## src/rtl/kbd_pkg.sv

```systemverilog
// Shared types and default scan codes for the keyboard command encoder.
package kbd_pkg;

    typedef enum logic [1:0] {
        EVT_NONE    = 2'b00,
        EVT_PRESS   = 2'b01,
        EVT_RELEASE = 2'b10,
        EVT_REPEAT  = 2'b11
    } evt_type_e;

    typedef enum logic [1:0] {
        ST_IDLE  = 2'b00,
        ST_DELAY = 2'b01,
        ST_RATE  = 2'b10
    } rep_state_e;

    localparam int unsigned KBD_IDX_W = 4;

    typedef struct packed {
        logic [KBD_IDX_W-1:0] idx;
        evt_type_e            typ;
    } evt_t;

    localparam logic [8:0] KC_SPACE = 9'h029;
    localparam logic [8:0] KC_A     = 9'h01C;
    localparam logic [8:0] KC_D     = 9'h023;

endpackage

```

## src/rtl/kbd_evt_fifo.sv

```systemverilog
// Show-ahead synchronous event FIFO; the head output holds the last popped
// entry while empty.
module kbd_evt_fifo #(
    parameter int unsigned WIDTH = 6,
    parameter int unsigned DEPTH = 8
) (
    input  logic             clk,
    input  logic             rst,
    input  logic             push_i,
    input  logic [WIDTH-1:0] din_i,
    output logic             full_o,
    input  logic             pop_i,
    output logic [WIDTH-1:0] dout_o,
    output logic             empty_o
);

    localparam int unsigned AW = $clog2(DEPTH);

    logic [WIDTH-1:0] mem_q [DEPTH];
    logic [AW:0]      wr_q, wr_d;
    logic [AW:0]      rd_q, rd_d;
    logic [WIDTH-1:0] hold_q, hold_d;
    logic             do_push;
    logic             do_pop;

    assign empty_o = (wr_q == rd_q);
    assign full_o  = (wr_q[AW] != rd_q[AW]) && (wr_q[AW-1:0] == rd_q[AW-1:0]);
    assign do_pop  = pop_i && !empty_o;
    // A pop in the same cycle frees the slot, so a write into a full FIFO is taken.
    assign do_push = push_i && (!full_o || do_pop);

    always_comb begin
        wr_d   = wr_q;
        rd_d   = rd_q;
        hold_d = hold_q;
        if (do_push) begin
            wr_d = wr_q + 1'b1;
        end
        if (do_pop) begin
            rd_d   = rd_q + 1'b1;
            hold_d = mem_q[rd_q[AW-1:0]];
        end
    end

    always_ff @(posedge clk) begin
        if (!rst) begin
            wr_q   <= '0;
            rd_q   <= '0;
            hold_q <= '0;
        end else begin
            wr_q   <= wr_d;
            rd_q   <= rd_d;
            hold_q <= hold_d;
        end
    end

    always_ff @(posedge clk) begin
        if (do_push) begin
            mem_q[wr_q[AW-1:0]] <= din_i;
        end
    end

    assign dout_o = empty_o ? hold_q : mem_q[rd_q[AW-1:0]];

endmodule

```

## src/rtl/key_cmd_encoder.sv

```systemverilog
// Maps decoder key changes onto press/release/repeat game commands and
// buffers them in a valid/ready FIFO with sticky overflow.
module key_cmd_encoder
    import kbd_pkg::*;
#(
    parameter int unsigned           NUM_KEYS     = 3,
    parameter logic [NUM_KEYS*9-1:0] KEY_CODES    = {KC_D, KC_A, KC_SPACE},
    parameter int unsigned           REPEAT_DELAY = 50_000_000,
    parameter int unsigned           REPEAT_RATE  = 10_000_000,
    parameter int unsigned           FIFO_DEPTH   = 8,
    localparam int unsigned          IW           = (NUM_KEYS > 1) ? $clog2(NUM_KEYS) : 1
) (
    input  logic                clk,
    input  logic                rst,
    input  logic [511:0]        key_down,
    input  logic [8:0]          last_change,
    input  logic                key_valid,
    input  logic                repeat_en,
    input  logic                ovf_clr,
    output logic                cmd_valid,
    input  logic                cmd_ready,
    output logic [IW-1:0]       cmd_idx,
    output logic [1:0]          cmd_type,
    output logic [NUM_KEYS-1:0] held,
    output logic                overflow
);

    localparam int unsigned CNT_MAX = (REPEAT_DELAY > REPEAT_RATE) ? REPEAT_DELAY : REPEAT_RATE;
    localparam int unsigned CW      = $clog2(CNT_MAX);
    localparam int unsigned DW      = IW + 2;

    logic              lk_hit;
    logic [IW-1:0]     lk_idx;
    logic              s1_hit_q;
    logic [IW-1:0]     s1_idx_q;
    evt_type_e         s1_type_q;
    logic [NUM_KEYS-1:0] held_q, held_d;

    rep_state_e        st_q;
    logic [CW-1:0]     cnt_q;
    logic [IW-1:0]     rep_key_q;
    logic              rep_req;
    logic              press_wr;

    logic              push;
    logic [DW-1:0]     push_data;
    logic [DW-1:0]     head;
    logic              fifo_full;
    logic              fifo_empty;
    logic              pop;
    logic              drop;
    logic              overflow_q;

    always_comb begin
        lk_hit = 1'b0;
        lk_idx = '0;
        for (int unsigned i = 0; i < NUM_KEYS; i++) begin
            if (!lk_hit && (last_change == KEY_CODES[9*i +: 9])) begin
                lk_hit = 1'b1;
                lk_idx = IW'(i);
            end
        end
    end

    always_comb begin
        held_d = '0;
        for (int unsigned i = 0; i < NUM_KEYS; i++) begin
            held_d[i] = key_down[KEY_CODES[9*i +: 9]];
        end
    end

    always_ff @(posedge clk) begin
        if (!rst) begin
            s1_hit_q  <= 1'b0;
            s1_idx_q  <= '0;
            s1_type_q <= EVT_NONE;
            held_q    <= '0;
        end else begin
            s1_hit_q  <= key_valid && lk_hit;
            s1_idx_q  <= lk_idx;
            s1_type_q <= key_down[last_change] ? EVT_PRESS : EVT_RELEASE;
            held_q    <= held_d;
        end
    end

    assign press_wr = s1_hit_q && (s1_type_q == EVT_PRESS);
    // The tick is raised on the counter alone, so a repeat due in the same
    // cycle the held bit drops is still emitted.
    assign rep_req  = repeat_en && (st_q != ST_IDLE) && (cnt_q == '0);

    always_ff @(posedge clk) begin
        if (!rst) begin
            st_q      <= ST_IDLE;
            cnt_q     <= '0;
            rep_key_q <= '0;
        end else if (!repeat_en) begin
            st_q  <= ST_IDLE;
            cnt_q <= '0;
        end else if (press_wr) begin
            st_q      <= ST_DELAY;
            cnt_q     <= CW'(REPEAT_DELAY - 1);
            rep_key_q <= s1_idx_q;
        end else if (st_q != ST_IDLE) begin
            if (!held_q[rep_key_q]) begin
                st_q  <= ST_IDLE;
                cnt_q <= '0;
            end else if (cnt_q == '0) begin
                st_q  <= ST_RATE;
                cnt_q <= CW'(REPEAT_RATE - 1);
            end else begin
                cnt_q <= cnt_q - 1'b1;
            end
        end
    end

    // Key events take the write port; a coincident repeat tick is discarded.
    assign push      = s1_hit_q || rep_req;
    assign push_data = s1_hit_q ? {s1_idx_q, s1_type_q} : {rep_key_q, EVT_REPEAT};
    assign pop       = cmd_valid && cmd_ready;
    assign drop      = push && fifo_full && !pop;

    kbd_evt_fifo #(
        .WIDTH (DW),
        .DEPTH (FIFO_DEPTH)
    ) u_fifo (
        .clk     (clk),
        .rst     (rst),
        .push_i  (push),
        .din_i   (push_data),
        .full_o  (fifo_full),
        .pop_i   (pop),
        .dout_o  (head),
        .empty_o (fifo_empty)
    );

    always_ff @(posedge clk) begin
        if (!rst) begin
            overflow_q <= 1'b0;
        end else if (drop) begin
            overflow_q <= 1'b1;
        end else if (ovf_clr) begin
            overflow_q <= 1'b0;
        end
    end

    assign cmd_valid = !fifo_empty;
    assign cmd_idx   = head[DW-1:2];
    assign cmd_type  = head[1:0];
    assign held      = held_q;
    assign overflow  = overflow_q;

endmodule

```

## config.mk

```make
export PLATFORM = sky130hd
export DESIGN_NAME = key_cmd_encoder
export DESIGN_NICKNAME = d
export VERILOG_FILES = /design/src/rtl/kbd_pkg.sv /design/src/rtl/kbd_evt_fifo.sv /design/src/rtl/key_cmd_encoder.sv
export SDC_FILE = /design/constraint.sdc
export NUM_CORES = 1
export LEC_CHECK = 0
export BUFFER_PORTS_ARGS = -buffer_cell sky130_fd_sc_hd__clkbuf_2
export CAP_MARGIN = 25
export CORE_AREA = 4 4 206 208
export DETAILED_ROUTE_END_ITERATION = 12
export DIE_AREA = 0 0 210 212
export HOLD_SLACK_MARGIN = 0.03
export PLACE_DENSITY = 0.42
export SETUP_SLACK_MARGIN = 0.5
export SLEW_MARGIN = 20
export SYNTH_ARGS = -nofsm -noshare
export SYNTH_HDL_FRONTEND = slang
export SYNTH_SLANG_ARGS = --single-unit
```

## constraint.sdc

```tcl
create_clock -name clk -period 3.3 [get_ports clk]
set_input_delay 0.99 -clock clk [delete_from_list [all_inputs] [get_ports clk]]
set_output_delay 0.99 -clock clk [all_outputs]
set_load 0.005 [all_outputs]
```

* Yosys cells after proc, flatten, opt, wreduce, memory -nomap -nowiden *
Memories as Yosys holds them, arrays and structs flattened. A register that Yosys moved wholly into a read port is not among the register bits.
Cells that the tools add are included.

storage, ports and cells
  flip-flop bits (word level) = 51
  RAM bits = 32
  input port bits = 527
  memories = 1

operators by class
  add/sub/neg operators = 3
  magnitude comparators = 2
  equality and inequality tests = 9
  mux-type cells = 26
  bitwise logic cells = 2
  reduce and logical (&&, ||, !) cells = 29

memory list
  memory        depth  bits a word  rd ports  clocked after Yosys merged registers in  wr ports  line                text
  u_fifo.mem_q  8      4            1         1                                        1         kbd_evt_fifo.sv:19  logic [WIDTH-1:0] mem_q [DEPTH];

operators by type and width
  cell                     count
  $mux W26                 4
  $logic_not A26 Y1        1
  $sub A26 B1 Y26 const B  1
  $eq A9 B6 Y1 const B     2
  $logic_and A1 B1 Y1      12
  $mux W1                  12
  $lt A9 B10 Y1 const B    1
  $bmux W1 S9              1
  $eq A9 B5 Y1 const B     1
  $add A4 B1 Y4 const B    2
  $mux W2                  4
  $mux W4                  2
  $reduce_and A2 Y1        4
  $mux W3                  2
  $reduce_bool A2 Y1       3
  $logic_not A1 Y1         5
  $eq A4 B4 Y1             1
  $eq A3 B3 Y1             1
  $lt A2 B3 Y1 const B     1
  $ne A3 B3 Y1 const B     1
  $reduce_or A3 Y1         1
  $bmux W1 S2              1
  $eq A2 B1 Y1 const B     1
  $logic_or A1 B1 Y1       2
  other kinds (4)          5

* Depth between registers and ports, before layout *
  word-level depth = 9
  depth in mapped cells = 12
  depth with buffers taken out = 10

* By module *
A second synthesis with hierarchy kept.

second synthesis, totals
  cell total of the unflattened synthesis = 736
  area total of the unflattened synthesis = 8390.5 sq um

by module, submodules not included
  module           instances  cells an instance  area each (sq um)  seq. area each (sq um)
  key_cmd_encoder  1          594                6304.8             780.7
  kbd_evt_fifo     1          142                2085.8             1261.2

* Least setup slack after synthesis *
OpenSTA, ideal clock, no wires.

  path kind = input to register
  start point = in last_change[0]
  end point = reg s1_type_q[0]
  setup time = 0.115 ns
  arrival time = 2.941 ns
  data required time = 3.185 ns
  setup slack = 0.244 ns
  stages on the path = 11
  buffers on the path = 3
  cells stage by stage = buf_6 buf_6 buf_2 mux4_2 a221oi_1 o21ai_1 o31ai_1 a21oi_1 a22oi_1 a31oi_1 and2_1

on the way
  longest elaborated chain between the ends = 3

ends and longest elaborated chain
  element                        line                   text
  start, declared                key_cmd_encoder.sv:16  input logic [8:0] last_change,
  $bmux W1 S9                    key_cmd_encoder.sv:81  s1_type_q <= key_down[last_change] ? EVT_PRESS : EVT_RELEASE;
  $mux W1 (implied by the code)  key_cmd_encoder.sv:81
  $mux W2                        key_cmd_encoder.sv:81
  end signal, assigned           key_cmd_encoder.sv:81
  end, declared                  key_cmd_encoder.sv:36  evt_type_e s1_type_q;

No other way between the ends. The select of a mux whose other input is x is not followed.
A chain may end at the register's enable or synchronous reset.

* Worst setup path in the final report *
Same ends and word-level chain as after synthesis.

==> impl_summary.md <==
Power
The clock network is responsible for 28.6% of the overall power. The share of power burned in combinational logic is 37.8%. Sequential cells burn 33.6% of the power. The maximum vdd ir drop is 227 uV.

The power spent charging and discharging nets is 956 uW. Net switching is 29.2% of the power. The total power consumption of the routed design is 3270 uW. The total power divided by cell area is 250 nW/um^2. The internal portion of the total power is 2310 uW. In this run the static leakage power is 0.00569 uW.

Place
Buffers placed on the I/O ports in this run total 535. The routability-driven placement congestion ratio is 0.886. The HPWL after detailed placement is 39.0 mm. The total instance count after detailed placement is 1860. In this run the cell area measured after placement is 12100 um^2.

Logic synthesis
Ranked by total cell area, the synthesized netlist is headed by mux4_2 33%, dfxtp_1 13%, edfxtp_1 12%, mux2i_1 6.1%, nor2_1 2.9%. The leading area contributor after synthesis is mux4_2. The number of different library cells used by synthesis comes to 68.

The mean instance size in the synthesized netlist is 10.9 um^2. The multiplexer area fraction after synthesis is 41.3%. The XOR/XNOR share of the synthesized area is 1.82%.

After synthesis the cells add up to 8190 um^2. Of the total synthesized cell area, the portion taken by full adders, half adders and majority gates is 0.459%. The most common flop cell mapped by yosys is dfxtp_1.

The fraction of the mapped netlist area in compound gates is 12.9%. The total nets after synthesis is 1283. Synthesis produced 753 cells. The main combinational cell family by area after synthesis is multiplexers. The commonest cells after synthesis are 120 x mux4_2, 63 x nor2_1, 54 x dfxtp_1. The total of flip-flops plus latches after synthesis is 86. During synthesis, Yosys emitted a total of 0 warnings.

The area fraction in and, or, nand and nor cells after synthesis is 14.2%. Among all cell types in the netlist, the one instantiated most often is mux4_2. The proportion of synthesized flip-flops having asynchronous set or reset is 0%.

Summing the sequential cell areas from Yosys gives 24.9% of the chip area. The synthesized design devotes to its leading area cell type 33.0% of total area. The synthesized design contains 32 enable-type register cells.

Route
The count of unresolved DRC violations after routing is 0. Dividing the detail-routed via count by the number of cells gives 4.82. The routed layout has 9133 vias. The detailed router finished its first iteration with 448 violations. The mean routed wirelength per cell is 24.3 um. The final routed wirelength across all metal layers is 46.0 mm. The first-pass iteration count of the detailed router is 5. Once detail routing completed, the nets flagged for antenna violations numbered 0.

Finish
The total non-filler cell area in the finished layout is 13100 um^2. Cells fill 32.2% of the core in the end. The post-route netlist has 63.5% of its cells at a drive strength greater than 1.

After filler insertion, the fill cell instance count of the layout stands at 4308. The finished layout holds 1893 standard cells, fillers aside. From synthesis to final layout, the design area changed by 59.5%.

In the final layout, the multi-input gates occupy 6080 um^2. The final layout contains 1884 nets. Summing all flip-flop and latch instances after layout gives 2050 um^2.

Floorplan
The die is 210 um wide. The row count is 74. The vertical extent of the die is 212 um. The count of boundary I/O pins is 536.

The area of the core is 40600 um^2. The die area is 44500 um^2. The initial utilization of the core area, before any placement, comes to 20.2%.

CTS
The clock reaches the later pin of the worst-skew pair after 0.34 ns. The longest clock path from root to sink contains 2 buffers. The CTS buffer count is 9. The clock transition at the register clock pins on the worst setup and hold paths after CTS is 0.06 ns.

Clock tree synthesis selected as its root buffer the cell clkbuf_16. Counting every sink on the clock net gives 86. The number of H-tree levels is 3. TritonCTS built the clock tree.

STA
Final hold analysis gives a worst-case slack of 0.483 ns. At the pin with the least slew margin, the transition time is 0.812 ns. The time the worst path needs with I/O delays and setup is 2.87 ns. Clock skew on the completed layout was measured at 0.00622 ns. The final hold violation count is 0. The count of pins over their slew limit is 0.

The fraction of the cycle the final worst path needs is 87.0%. The worst relative slew slack is 45.3%. The achievable clock frequency is 0.348 GHz. The final count of negative-setup-slack endpoints is 0. Setup repair after global routing could not meet its margin everywhere.

Global route
The overflow left after global routing is 0. The global router's overall resource usage is 19.8%. The first global-routing pass estimated 65.3 mm of wire.

The met3 global-route usage is 3.19%. Entering global routing, the biggest net connects 27 pins. The number of antenna violations at the first check in global routing came to 3. The met1 routing resource usage after global routing is 24.5%. The global routing usage on met2 is 36.2%. met2 is the most crowded layer. The via count of the first global-routing pass is 9851.

Worst setup path
The required time at the endpoint of the critical path is 3.54 ns. The master of the slowest instance on the critical path is mux4_2. The peak fanout along the critical path is 8. The startpoint kind of the worst setup timing path is an input pin.

STA puts the critical path data arrival time at 3.11 ns. The dominant cell type by count on the critical path is buf_4. On the worst path, the slowest cell contributes a delay of 0.50 ns.

The worst setup path is captured at a flip-flop. The critical path goes through buf_16 > buf_8 > mux4_2 > mux2i_2 > o21ai_1 > o31ai_2 > buf_4 > a21boi_2 > a2111oi_4 > buf_4 > a31oi_4 > and2_1. The worst setup path category is in -> reg.

Job
Max-cap violations in this run came to 0.

Min path
The type of the most critical hold path is reg -> reg.

Status
The run finished with clean final reports.
## critical path: cells and delay by family
| family | cells | cell delay, ns |
|---|---|---|
| buffers and inverters | 4 | 0.59 |
| AO/OA/AOI/OAI | 5 | 0.65 |
| multiplexers | 2 | 0.70 |
| AND/OR/NAND/NOR | 1 | 0.14 |
## what timing repair did
action	in CTS	in global routing
hold buffers	0	0
setup endpoints to repair	34	34
pin swaps	13	13
resized for setup	74	27
cloned	5	0
buffers inserted	6	4
hold endpoints to repair	0	0
## power groups by stage
stage / Combinational, uW / Sequential, uW / Clock, uW
finish: 1240 / 1100 / 937
global route: 1330 / 1100 / 1010
CTS: 1240 / 1100 / 966
detailed placement: 1160 / 1120 / 0
global placement: 1150 / 1120 / 0
floorplan: 531 / 1120 / 0
## layout make-up
cell class / count / share of cell area (%)
Multi-Input combinational cell: 592 / 46.6
Timing Repair Buffer: 656 / 30.3
Inverter: 9 / 0.259
Tap cell: 532 / 5.10
Sequential cell: 86 / 15.7
Clock inverter: 5 / 0.287
Clock buffer: 11 / 1.78
Antenna cell: 2 / 0.0383
## layout by cell type, fill, tap and decap left out, types with 13 or more instances in the layout
cell type and instances:
nor2b_1 15, edfxtp_1 32, nand2_1 49, nor2_1 56, o21ai_1 15, clkbuf_2 532, dfxtp_1 51, buf_4 94
a21oi_1 31, nor3_1 17, nand3_1 16, mux2i_1 38, o21ai_0 18, mux4_2 120, buf_12 13
## worst paths after layout
kind | from | cells past startpoint | slack [ns] | end
min | cnt_q[16] | 2 | 0.48 | cnt_q[16]
min reg2reg | cnt_q[16] | 2 | 0.48 | cnt_q[16]
max | last_change[0] | 12 | 0.43 | s1_type_q[0]
max reg2reg | cnt_q[1] | 9 | 0.61 | u_fifo.mem_q[0][2]
## per-layer routing
metal / vias to the layer above / wire length (um)
li1: 4239 / -
met1: 4526 / 18600
met2: 331 / 24300
met3: 35 / 2320
met4: 2 / 774
met5: - / 13
## stage by stage
stage / TNS (ns) / setup slack, ns
after floorplan: 0 / 0.341
after global placement: -0.759 / -0.427
after detailed placement: -0.750 / -0.417
after CTS: 0 / 0.396
after global routing: 0 / 0.328
final: 0 / 0.428
## logic make-up after synthesis
logic type	count (synthesis)
flip-flops	86
multiplexers	186
adder cells (fa/ha/maj)	3
AND/OR/NAND/NOR	229
buffers and inverters	75
AO/OA/AOI/OAI	157
XOR/XNOR	17
## flip-flops by register name (all words and copies together), names as in the netlist, named ones only
signal,flops
held,3
s1_type_q,2
u_fifo.mem_q,32
overflow,1
u_fifo.hold_q,4
s1_idx_q,2
u_fifo.rd_q,4
rep_key_q,2
st_q,2
s1_hit_q,1
u_fifo.wr_q,4
cnt_q,26
(Power assumes the default switching activity.)
